$ cat src/rtl/dds_pkg.sv
// dds_pkg: shared constants, FSM state and data types for the DDS channel scheduler
package dds_pkg;
  localparam int ADDR_W = 12;
  localparam int DATA_W = 24;
  localparam int ROM_LAT = 1;
  typedef enum logic [1:0] {IDLE, RUN, DRAIN} state_t;
  typedef logic [ADDR_W-1:0] addr_t;
  typedef logic [DATA_W-1:0] sample_t;
endpackage

$ cat src/rtl/dds_phase_acc_bank.sv
// dds_phase_acc_bank: per-channel FTW registers and phase accumulators, one slot advanced per issue.
// DDS_PHASE_OFFSET_EN adds per-channel address offsets applied to the issued ROM address.
module dds_phase_acc_bank
  import dds_pkg::*;
#(
  parameter int NCH = 4,
  parameter int ACC_W = 32,
  localparam int CH_W = $clog2(NCH)
) (
  input  logic              clk,
  input  logic              rst_n,
  input  logic              issue,
  input  logic              phase_clr,
  input  logic [CH_W-1:0]   slot,
  input  logic              ftw_wr,
  input  logic [CH_W-1:0]   ftw_ch,
  input  logic [ACC_W-1:0]  ftw_data,
`ifdef DDS_PHASE_OFFSET_EN
  input  logic              off_wr,
  input  logic [CH_W-1:0]   off_ch,
  input  logic [ADDR_W-1:0] off_data,
`endif
  output logic [ADDR_W-1:0] addr
);
  logic [ACC_W-1:0] acc [NCH];
  logic [ACC_W-1:0] ftw [NCH];
`ifdef DDS_PHASE_OFFSET_EN
  addr_t off [NCH];
  assign addr = acc[slot][ACC_W-1 -: ADDR_W] + off[slot];
  always_ff @(posedge clk or negedge rst_n)
    if (!rst_n) off <= '{default: '0};
    else if (off_wr) off[off_ch] <= off_data;
`else
  assign addr = acc[slot][ACC_W-1 -: ADDR_W];
`endif
  // Increment reads the pre-write FTW, so a same-clk write lands on the next visit.
  always_ff @(posedge clk or negedge rst_n)
    if (!rst_n) begin
      acc <= '{default: '0};
      ftw <= '{default: '0};
    end else begin
      if (phase_clr) acc <= '{default: '0};
      else if (issue) acc[slot] <= acc[slot] + ftw[slot];
      if (ftw_wr) ftw[ftw_ch] <= ftw_data;
    end
endmodule

$ cat src/rtl/dds_channel_scheduler.sv
// dds_channel_scheduler: round-robin DDS channels sharing one registered-read wavetable ROM.
// DDS_PHASE_OFFSET_EN enables per-channel phase offset ports (off_wr/off_ch/off_data).
module dds_channel_scheduler
  import dds_pkg::*;
#(
  parameter int NCH = 4,
  parameter int ACC_W = 32,
  localparam int CH_W = $clog2(NCH)
) (
  input  logic              clk,
  input  logic              rst_n,
  input  logic              enable,
  input  logic              phase_clr,
  input  logic              ftw_wr,
  input  logic [CH_W-1:0]   ftw_ch,
  input  logic [ACC_W-1:0]  ftw_data,
`ifdef DDS_PHASE_OFFSET_EN
  input  logic              off_wr,
  input  logic [CH_W-1:0]   off_ch,
  input  logic [ADDR_W-1:0] off_data,
`endif
  output logic [ADDR_W-1:0] rom_addr,
  input  logic [DATA_W-1:0] rom_dout,
  output logic [DATA_W-1:0] sample_out,
  output logic [CH_W-1:0]   sample_ch,
  output logic              sample_valid,
  output logic              busy
);
  localparam int PIPE = ROM_LAT + 1;
  state_t state, state_n;
  logic [CH_W-1:0] slot;
  logic drain_cnt, issue;
  addr_t addr;
  logic [PIPE-1:0] vld_q;
  logic [CH_W-1:0] tag_q [PIPE];
  assign issue = state == RUN;
  dds_phase_acc_bank #(.NCH(NCH), .ACC_W(ACC_W)) u_bank (
    .clk(clk), .rst_n(rst_n), .issue(issue), .phase_clr(phase_clr), .slot(slot),
    .ftw_wr(ftw_wr), .ftw_ch(ftw_ch), .ftw_data(ftw_data),
`ifdef DDS_PHASE_OFFSET_EN
    .off_wr(off_wr), .off_ch(off_ch), .off_data(off_data),
`endif
    .addr(addr)
  );
  always_comb begin
    state_n = state;
    busy = state != IDLE;
    state_n = enable ? RUN : state == RUN ? DRAIN : (state == DRAIN && !drain_cnt) ? DRAIN : IDLE;
  end
  always_ff @(posedge clk or negedge rst_n)
    if (!rst_n) begin
      state <= IDLE;
      drain_cnt <= 1'b0;
    end else begin
      state <= state_n;
      drain_cnt <= state == DRAIN && !drain_cnt;
    end
  // Tag/valid pipe spans the address register plus the ROM read latency.
  always_ff @(posedge clk or negedge rst_n)
    if (!rst_n) begin
      slot <= '0;
      rom_addr <= '0;
      vld_q <= '0;
      tag_q <= '{default: '0};
      sample_out <= '0;
      sample_ch <= '0;
      sample_valid <= 1'b0;
    end else begin
      if (issue) begin
        slot <= slot + 1'b1;
        rom_addr <= addr;
      end
      vld_q <= {vld_q[PIPE-2:0], issue};
      tag_q[0] <= slot;
      for (int i = 1; i < PIPE; i++) tag_q[i] <= tag_q[i-1];
      sample_valid <= vld_q[PIPE-1];
      if (vld_q[PIPE-1]) begin
        sample_out <= rom_dout;
        sample_ch <= tag_q[PIPE-1];
      end
    end
endmodule

$ cat config.mk
export PLATFORM = sky130hd
export DESIGN_NAME = dds_channel_scheduler
export DESIGN_NICKNAME = d
export VERILOG_FILES = /design/src/rtl/dds_pkg.sv /design/src/rtl/dds_phase_acc_bank.sv /design/src/rtl/dds_channel_scheduler.sv
export SDC_FILE = /design/constraint.sdc
export NUM_CORES = 1
export LEC_CHECK = 0
export ABC_AREA = 1
export BUFFER_PORTS_ARGS = -buffer_cell sky130_fd_sc_hd__buf_2
export CORE_MARGIN = 3
export CORE_UTILIZATION = 50
export DETAILED_ROUTE_END_ITERATION = 8
export PLACE_DENSITY = 0.72
export SKIP_LAST_GASP = 1
export SLEW_MARGIN = 20
export SYNTH_ARGS = -nofsm -noshare
export SYNTH_HDL_FRONTEND = slang
export SYNTH_SLANG_ARGS = --single-unit
$ cat constraint.sdc
create_clock -name clk -period 3.85 [get_ports clk]
set_clock_uncertainty 0.2 [all_clocks]
set_input_delay 0.385 -clock clk [delete_from_list [all_inputs] [get_ports clk]]
set_output_delay 0.385 -clock clk [all_outputs]
set_load 0.01 [all_outputs]
==> impl_metrics.tcl, run 1 <==
set metrics [dict create \
    die-area_um2 32900 \
    portBuffers 102 \
    async_flop_share_pct 100 \
    grt_pass1_wl_um 68200 \
    required_ns 4.06 \
    die_w_um 181 \
    fin_crit_ns 3.39 \
    initial_core_util_pct 51.3 \
    die_h_um 181 \
    drc 0 \
    cts.clk_slew.worst_paths_ns 0.06 \
    core.rowCount 63 \
    synth-edff-count 0 \
    grt-ovfl-total 0 \
    synthDistinctLibCells 36 \
    drtAntennaViolNets 0 \
    grtUsageTotal_pct 25.1 \
    clk_path_buf_depth 3 \
    clkPwrFrac_pct 21.3 \
    ff2ff_path_depth 15 \
    rsz0062_at_grt "false" \
    p_leak_nw 9.42 \
    fin_setup_tns_ns 0 \
    cp.arrival_ns 3.61 \
    p_seq_share_pct 26.8 \
    cp_top_family "compound AO/OA/AOI/OAI gates" \
    cts_root_buf "clkbuf_16" \
    netlist_area_um2 15400 \
    final_max_slew_viol_count 0 \
    swShare_pct 46.1 \
    pin_count 103 \
    maxSlewHeadroom_pct 29.3 \
    max_stage_delay_ns 0.50 \
    ys_seq_area_share_pct 49.8 \
    synth_seq_cells 306 \
    cts_tree "built" \
    areaGrowthSynthToFinish_pct 17.8 \
    final_common_cell "nand2_1" \
    reg2reg_from "slot[0]" \
    clock.fmax_ghz 0.295 \
    grt_max_degree 119 \
    multiInputGateArea_um2 6730 \
    vias_per_cell 5.45 \
    tightest_slew_ns 1.06 \
    post-route-util_pct 60.5 \
    hold_path_depth 3 \
    critical_path.cell_chain "clkinv_2, buf_12, o21ai_0, o22ai_1, ha_1, nand2_1, inv_1, nand2_1, nand2_1, inv_1, nand2_1, a21oi_1, nand3_2, nand3_1, nand2_1" \
    dr.pass1.iters 6 \
    hold_violations 0 \
    grt_pass1_vias 13500 \
    htreeDepth 2 \
    fin_crit_sh_pct 88.2 \
    cts_made_buffers 36 \
    num_antenna_cells 0 \
    setup_violations 0 \
    cp_max_fo 41 \
    critical_path_cell_count 15 \
    ys_warn_count 0 \
    cts_sinks 306 \
    critPathLaunch "slot[0]" \
    maxCapViolCount 0 \
    hold_class "in -> reg" \
    core_um2 30000 \
    drive_gt1_share_pct 12.7 \
    avgRoutedWirePerCell_um 16.4 \
    insertion_delay_ns 0.53 \
    final.fill_count 2693 \
    place_congestion 0.981 \
    setup_slack_ns 0.455 \
    syn_nets 2057 \
    p_per_area_nw_per_um2 901 \
    post-place-ws_ns 0.536 \
    status "finished, final reports clean" \
    crit_path_frequent_cell "nand2_1" \
    internal_power_mw 8.80 \
    synthCells 1958 \
    crit_path_start_kind "register" \
    antenna_found_initial 0 \
    syn_avg_cell_area_um2 7.86 \
    peakVddDrop_uv 476 \
    vias 13700 \
    crit_slowest_cell "dfrtp_4" \
    crit_type "reg -> reg" \
    r2r_slack_ns 0.46 \
    layout.nets 2192 \
    r2r_end "u_bank.acc[127]" \
    first_iter_violations 1185 \
    combPwrFrac_pct 51.8 \
    crit_end "u_bank.acc[127]" \
    seq_area_um2 7660 \
    wl_um 41200 \
    dpl.hpwl_um 26800 \
    yosys_most_used_dff "dfrtp_1" \
    crit_buf_inv 4 \
    layout_common_cells "nand2_1 (635), dfrtp_1 (304), o21ai_0 (285)" \
    end_kind "register" \
    netSwitchingPower_mw 7.53 \
]
-- what timing repair did --
action                    in CTS  in global routing
hold endpoints to repair     234                  0
buffers inserted               0                  0
hold buffers                  57                  0
gates resized for setup        0                  0
-- cell families (layout without fill, tap and decap cells) --
| family | count (synthesis) | after routing | share of synthesized area, % |
|---|---|---|---|
| AND/OR/NAND/NOR | 940 | 940 | 24.7 |
| AO/OA/AOI/OAI | 378 | 378 | 13.0 |
| flip-flops | 306 | 306 | 49.8 |
| buffers and inverters | 257 | 420 | 6.61 |
| adder cells (fa/ha/maj) | 36 | 36 | 2.98 |
| multiplexers | 26 | 26 | 1.90 |
| XOR/XNOR | 15 | 15 | 1.05 |
-- state kept, by name, summed over array words and instances (netlist names) --
name	cells
u_bank.acc	128
u_bank.ftw	128
sample_out	24
rom_addr	12
tag_q	4
sample_ch	2
slot	2
state	2
vld_q	2
drain_cnt	1
sample_valid	1
-- metal layers --
| layer | global-route usage [%] | vias to the layer above | share of wire [%] |
|---|---|---|---|
| met3 | 3.41 | 90 | 7.2 |
| met2 | 41.4 | 495 | 47 |
| met5 | 0 | - | 0 |
| li1 | - | 6581 | - |
| met1 | 34.8 | 6518 | 43 |
| met4 | 7.83 | 0 | 2.9 |
-- layout make-up --
type,count,share of cell area (%)
inverter,165,3.42
tap,390,2.69
multi-input combinational,1395,37.1
sequential,306,42.3
timing repair buffer,189,7.68
clock inverter,18,1.06
clock buffer,48,5.72
-- cells in the mapped netlist, types with 3 or more instances --
cell type	instances	area, µm²
nand2_1	637	2390
clkbuf_1	59	221
inv_1	163	612
xor2_1	5	43.8
o22ai_1	61	382
nand3_2	7	70.1
nor2_1	163	612
nand3b_1	4	30.0
xnor2_1	6	52.6
ha_1	35	438
nand3_1	95	475
nand2_2	16	100
xor2_2	4	65.1
nand4_1	3	18.8
mux2_2	26	293
dfrtp_1	306	7660
o21ai_0	285	1430
buf_2	30	150
nor2_2	7	43.8
a21oi_1	24	120
-- worst min-delay path by stage --
stage / startpoint / endpoint / slack [ns]
global route: ftw_data[12] / u_bank.ftw[76] / 0.03
detailed placement: tag_q[3] / tag_q[1] / 0.14
finish: ftw_data[12] / u_bank.ftw[76] / 0.01
CTS: ftw_data[12] / u_bank.ftw[76] / 0.003
floorplan: rst_n / drain_cnt / -0.11
global placement: vld_q[0] / vld_q[1] / 0.13
-- power by group through the flow --
stage | clock [mW] | sequential [mW] | combinational [mW]
floorplan | 0 | 4.38 | 5.99
global placement | 0 | 4.39 | 8.15
detailed placement | 0 | 4.41 | 8.27
CTS | 3.54 | 4.37 | 8.37
global route | 3.68 | 4.46 | 9.47
finish | 3.48 | 4.38 | 8.46
-- worst reg2reg max path, cell delays in order (launching register included) --
cell and delay (ns):
dfrtp_4 0.50, clkinv_2 0.28, buf_12 0.25, o21ai_0 0.14
o22ai_1 0.43, ha_1 0.41, nand2_1 0.18, inv_1 0.05
nand2_1 0.06, nand2_1 0.07, inv_1 0.05, nand2_1 0.06
a21oi_1 0.27, nand3_2 0.18, nand3_1 0.12, nand2_1 0.05
-- metrics by stage --
step           hold WS, ns  cells  total power, mW  cell area (µm²)
2_1_floorplan       -0.111   1958             10.4            15400
3_3_place_gp         0.132   2388             12.5            16300
3_5_place_dp         0.136   2388             12.7            16300
4_1_cts            0.00285   2511             16.3            18100
5_1_grt             0.0296   2511             17.6            18100
6_report            0.0136   2511             16.3            18100
(Power assumes the default switching activity.)
==> run 2: changes to the inputs <==
--- a/config.mk
+++ b/config.mk
@@ -10,6 +10,7 @@
 export CORE_MARGIN = 3
 export CORE_UTILIZATION = 50
 export DETAILED_ROUTE_END_ITERATION = 8
+export GPL_TIMING_DRIVEN = 0
 export PLACE_DENSITY = 0.72
 export SKIP_LAST_GASP = 1
 export SLEW_MARGIN = 20
==> run 2 against run 1 <==
Against the previous run:
- register-to-register slack worse by 0.27 ns
- combinational power up 3.1%
- power rose by 1.9%
- sequential share of layout area decreased by 0.48 points
- clock-buffer cell count is 5 lower
- via count up 3.2%
- die area unchanged
- cell count is 2.5% higher
- setup slack worse by 0.27 ns
- flip-flop and latch count unchanged
- global-route usage up 3.1 points
- critical path type unchanged
- largest power group unchanged
==> impl_metrics.tcl, run 2 (same netlist as run 1, synthesis figures left out) <==
set metrics [dict create \
    status "finished, final reports clean" \
    dpl.hpwl_um 32200 \
    areaGrowthSynthToFinish_pct 19.1 \
    post-place-ws_ns -0.0789 \
    clock.fmax_ghz 0.273 \
    instances_no_fill 2574 \
    final.fill_count 2667 \
    grt_pass1_wl_um 74100 \
    avgRoutedWirePerCell_um 18.2 \
    cts_root_buf "clkbuf_16" \
    die-area_um2 32900 \
    place_congestion 1.01 \
    wl_um 46800 \
    peakVddDrop_uv 423 \
    die_w_um 181 \
    end_kind "register" \
    htreeDepth 2 \
    die_h_um 181 \
    hold_ws_ns 0.0153 \
    met3_usage_pct 3.69 \
    r2r_end "u_bank.acc[56]" \
    cp.arrival_ns 3.88 \
    required_ns 4.06 \
    grt-busiest-layer "met2" \
    largestRegisters "u_bank.acc x128, u_bank.ftw x128, sample_out x24" \
    dr.pass1.iters 5 \
    gr-usage-met1_pct 39.6 \
    post-route-util_pct 61.2 \
    crit_path_start_kind "register" \
    drtAntennaViolNets 0 \
    final_common_cell "nand2_1" \
    cts.clk_slew.worst_paths_ns 0.06 \
    core_um2 30000 \
    grtUsageTotal_pct 28.2 \
    crit_end "u_bank.acc[56]" \
    insertion_delay_ns 0.53 \
    cts_sinks 306 \
    stdcell_area_um2 18300 \
    setup_slack_ns 0.182 \
    cts_made_buffers 36 \
    fin_setup_tns_ns 0 \
    placedCellCount 2453 \
    cts_tree "built" \
    crit_type "reg -> reg" \
    fin_crit_sh_pct 95.3 \
    num_antenna_cells 0 \
    r2r_slack_ns 0.18 \
    maxCapViolCount 0 \
    finalPower_mw 16.6 \
    portBuffers 102 \
    p_per_area_nw_per_um2 907 \
    cp_max_fo 10 \
    core.rowCount 63 \
    place_area_um2 16500 \
    vias 14100 \
    p_leak_nw 9.53 \
    clk_path_buf_depth 3 \
    vias_per_cell 5.49 \
    grt_max_degree 88 \
    setup_violations 0 \
    maxSlewHeadroom_pct 44.1 \
    grt-ovfl-total 0 \
    tightest_slew_ns 0.836 \
    hold_violations 0 \
    rsz0062_at_grt "true" \
    fin_crit_ns 3.67 \
    ff2ff_path_depth 17 \
    layout.nets 2257 \
    drc 0 \
    layout_common_cells "nand2_1 (637), dfrtp_1 (305), o21ai_0 (285)" \
    grt_pass1_vias 13700 \
    initial_core_util_pct 51.3 \
    drive_gt1_share_pct 12.8 \
    hold_class "in -> reg" \
    grtUsageMet2_pct 45.7 \
    final_max_slew_viol_count 0 \
    pin_count 103 \
    hold_start "ftw_data[11]" \
    first_iter_violations 1309 \
    reg2reg_from "slot[0]" \
    postCtsSetupRepairBufs 0 \
    critPathLaunch "slot[0]" \
    antenna_found_initial 0 \
]
-- run 2: worst min-delay path by stage --
| stage | to | slack, ns | cells past startpoint |
|---|---|---|---|
| 6_report | u_bank.ftw[11] | 0.02 | 3 |
| 2_1_floorplan | drain_cnt | -0.11 | 0 |
| 3_3_place_gp | vld_q[1] | 0.13 | 0 |
| 3_5_place_dp | u_bank.ftw[99] | 0.14 | 1 |
| 5_1_grt | u_bank.ftw[43] | 0.03 | 3 |
| 4_1_cts | u_bank.ftw[43] | 0.003 | 3 |
-- run 2: cell type report --
class / instances / area [µm²] / area share, %
clock buffer: 43 / 978 / 5.34
timing repair buffer: 162 / 1170 / 6.41
inverter: 165 / 619 / 3.38
multi-input combinational: 1395 / 6720 / 36.7
tap: 390 / 488 / 2.66
clock inverter: 21 / 253 / 1.38
buffer: 92 / 432 / 2.36
sequential: 306 / 7660 / 41.8
-- run 2: metal layers --
metal / part of all wire [%] / vias to the layer above
met5: 0 / -
li1: - / 6726
met4: 3.4 / 0
met3: 7.9 / 124
met2: 46 / 640
met1: 43 / 6637
-- run 2: critical path: stages (launching register included) --
cell     delay (ns)
dfrtp_2        0.50
inv_2          0.09
buf_6          0.17
buf_2          0.38
nand2_1        0.10
a32oi_1        0.36
inv_1          0.12
fa_1           0.47
inv_1          0.11
nand3_1        0.07
nand3_1        0.20
nand2_1        0.12
nand2_1        0.15
nand2_1        0.14
nand3_1        0.11
nand2_1        0.10
nand3_1        0.10
nand2_1        0.06
-- run 2: repair_timing --
action                                  CTS  global route
endpoints found under the hold margin   180             0
hold buffers                             57             0
resized for setup                         1            32
endpoints found under the setup margin    9            96
-- run 2: power breakdown --
| part | internal [mW] | switching, mW | total, mW |
|---|---|---|---|
| Sequential | 3.98 | 0.404 | 4.38 |
| Clock | 2.16 | 1.37 | 3.53 |
| Combinational | 2.73 | 5.99 | 8.72 |
| Total | 8.86 | 7.76 | 16.6 |
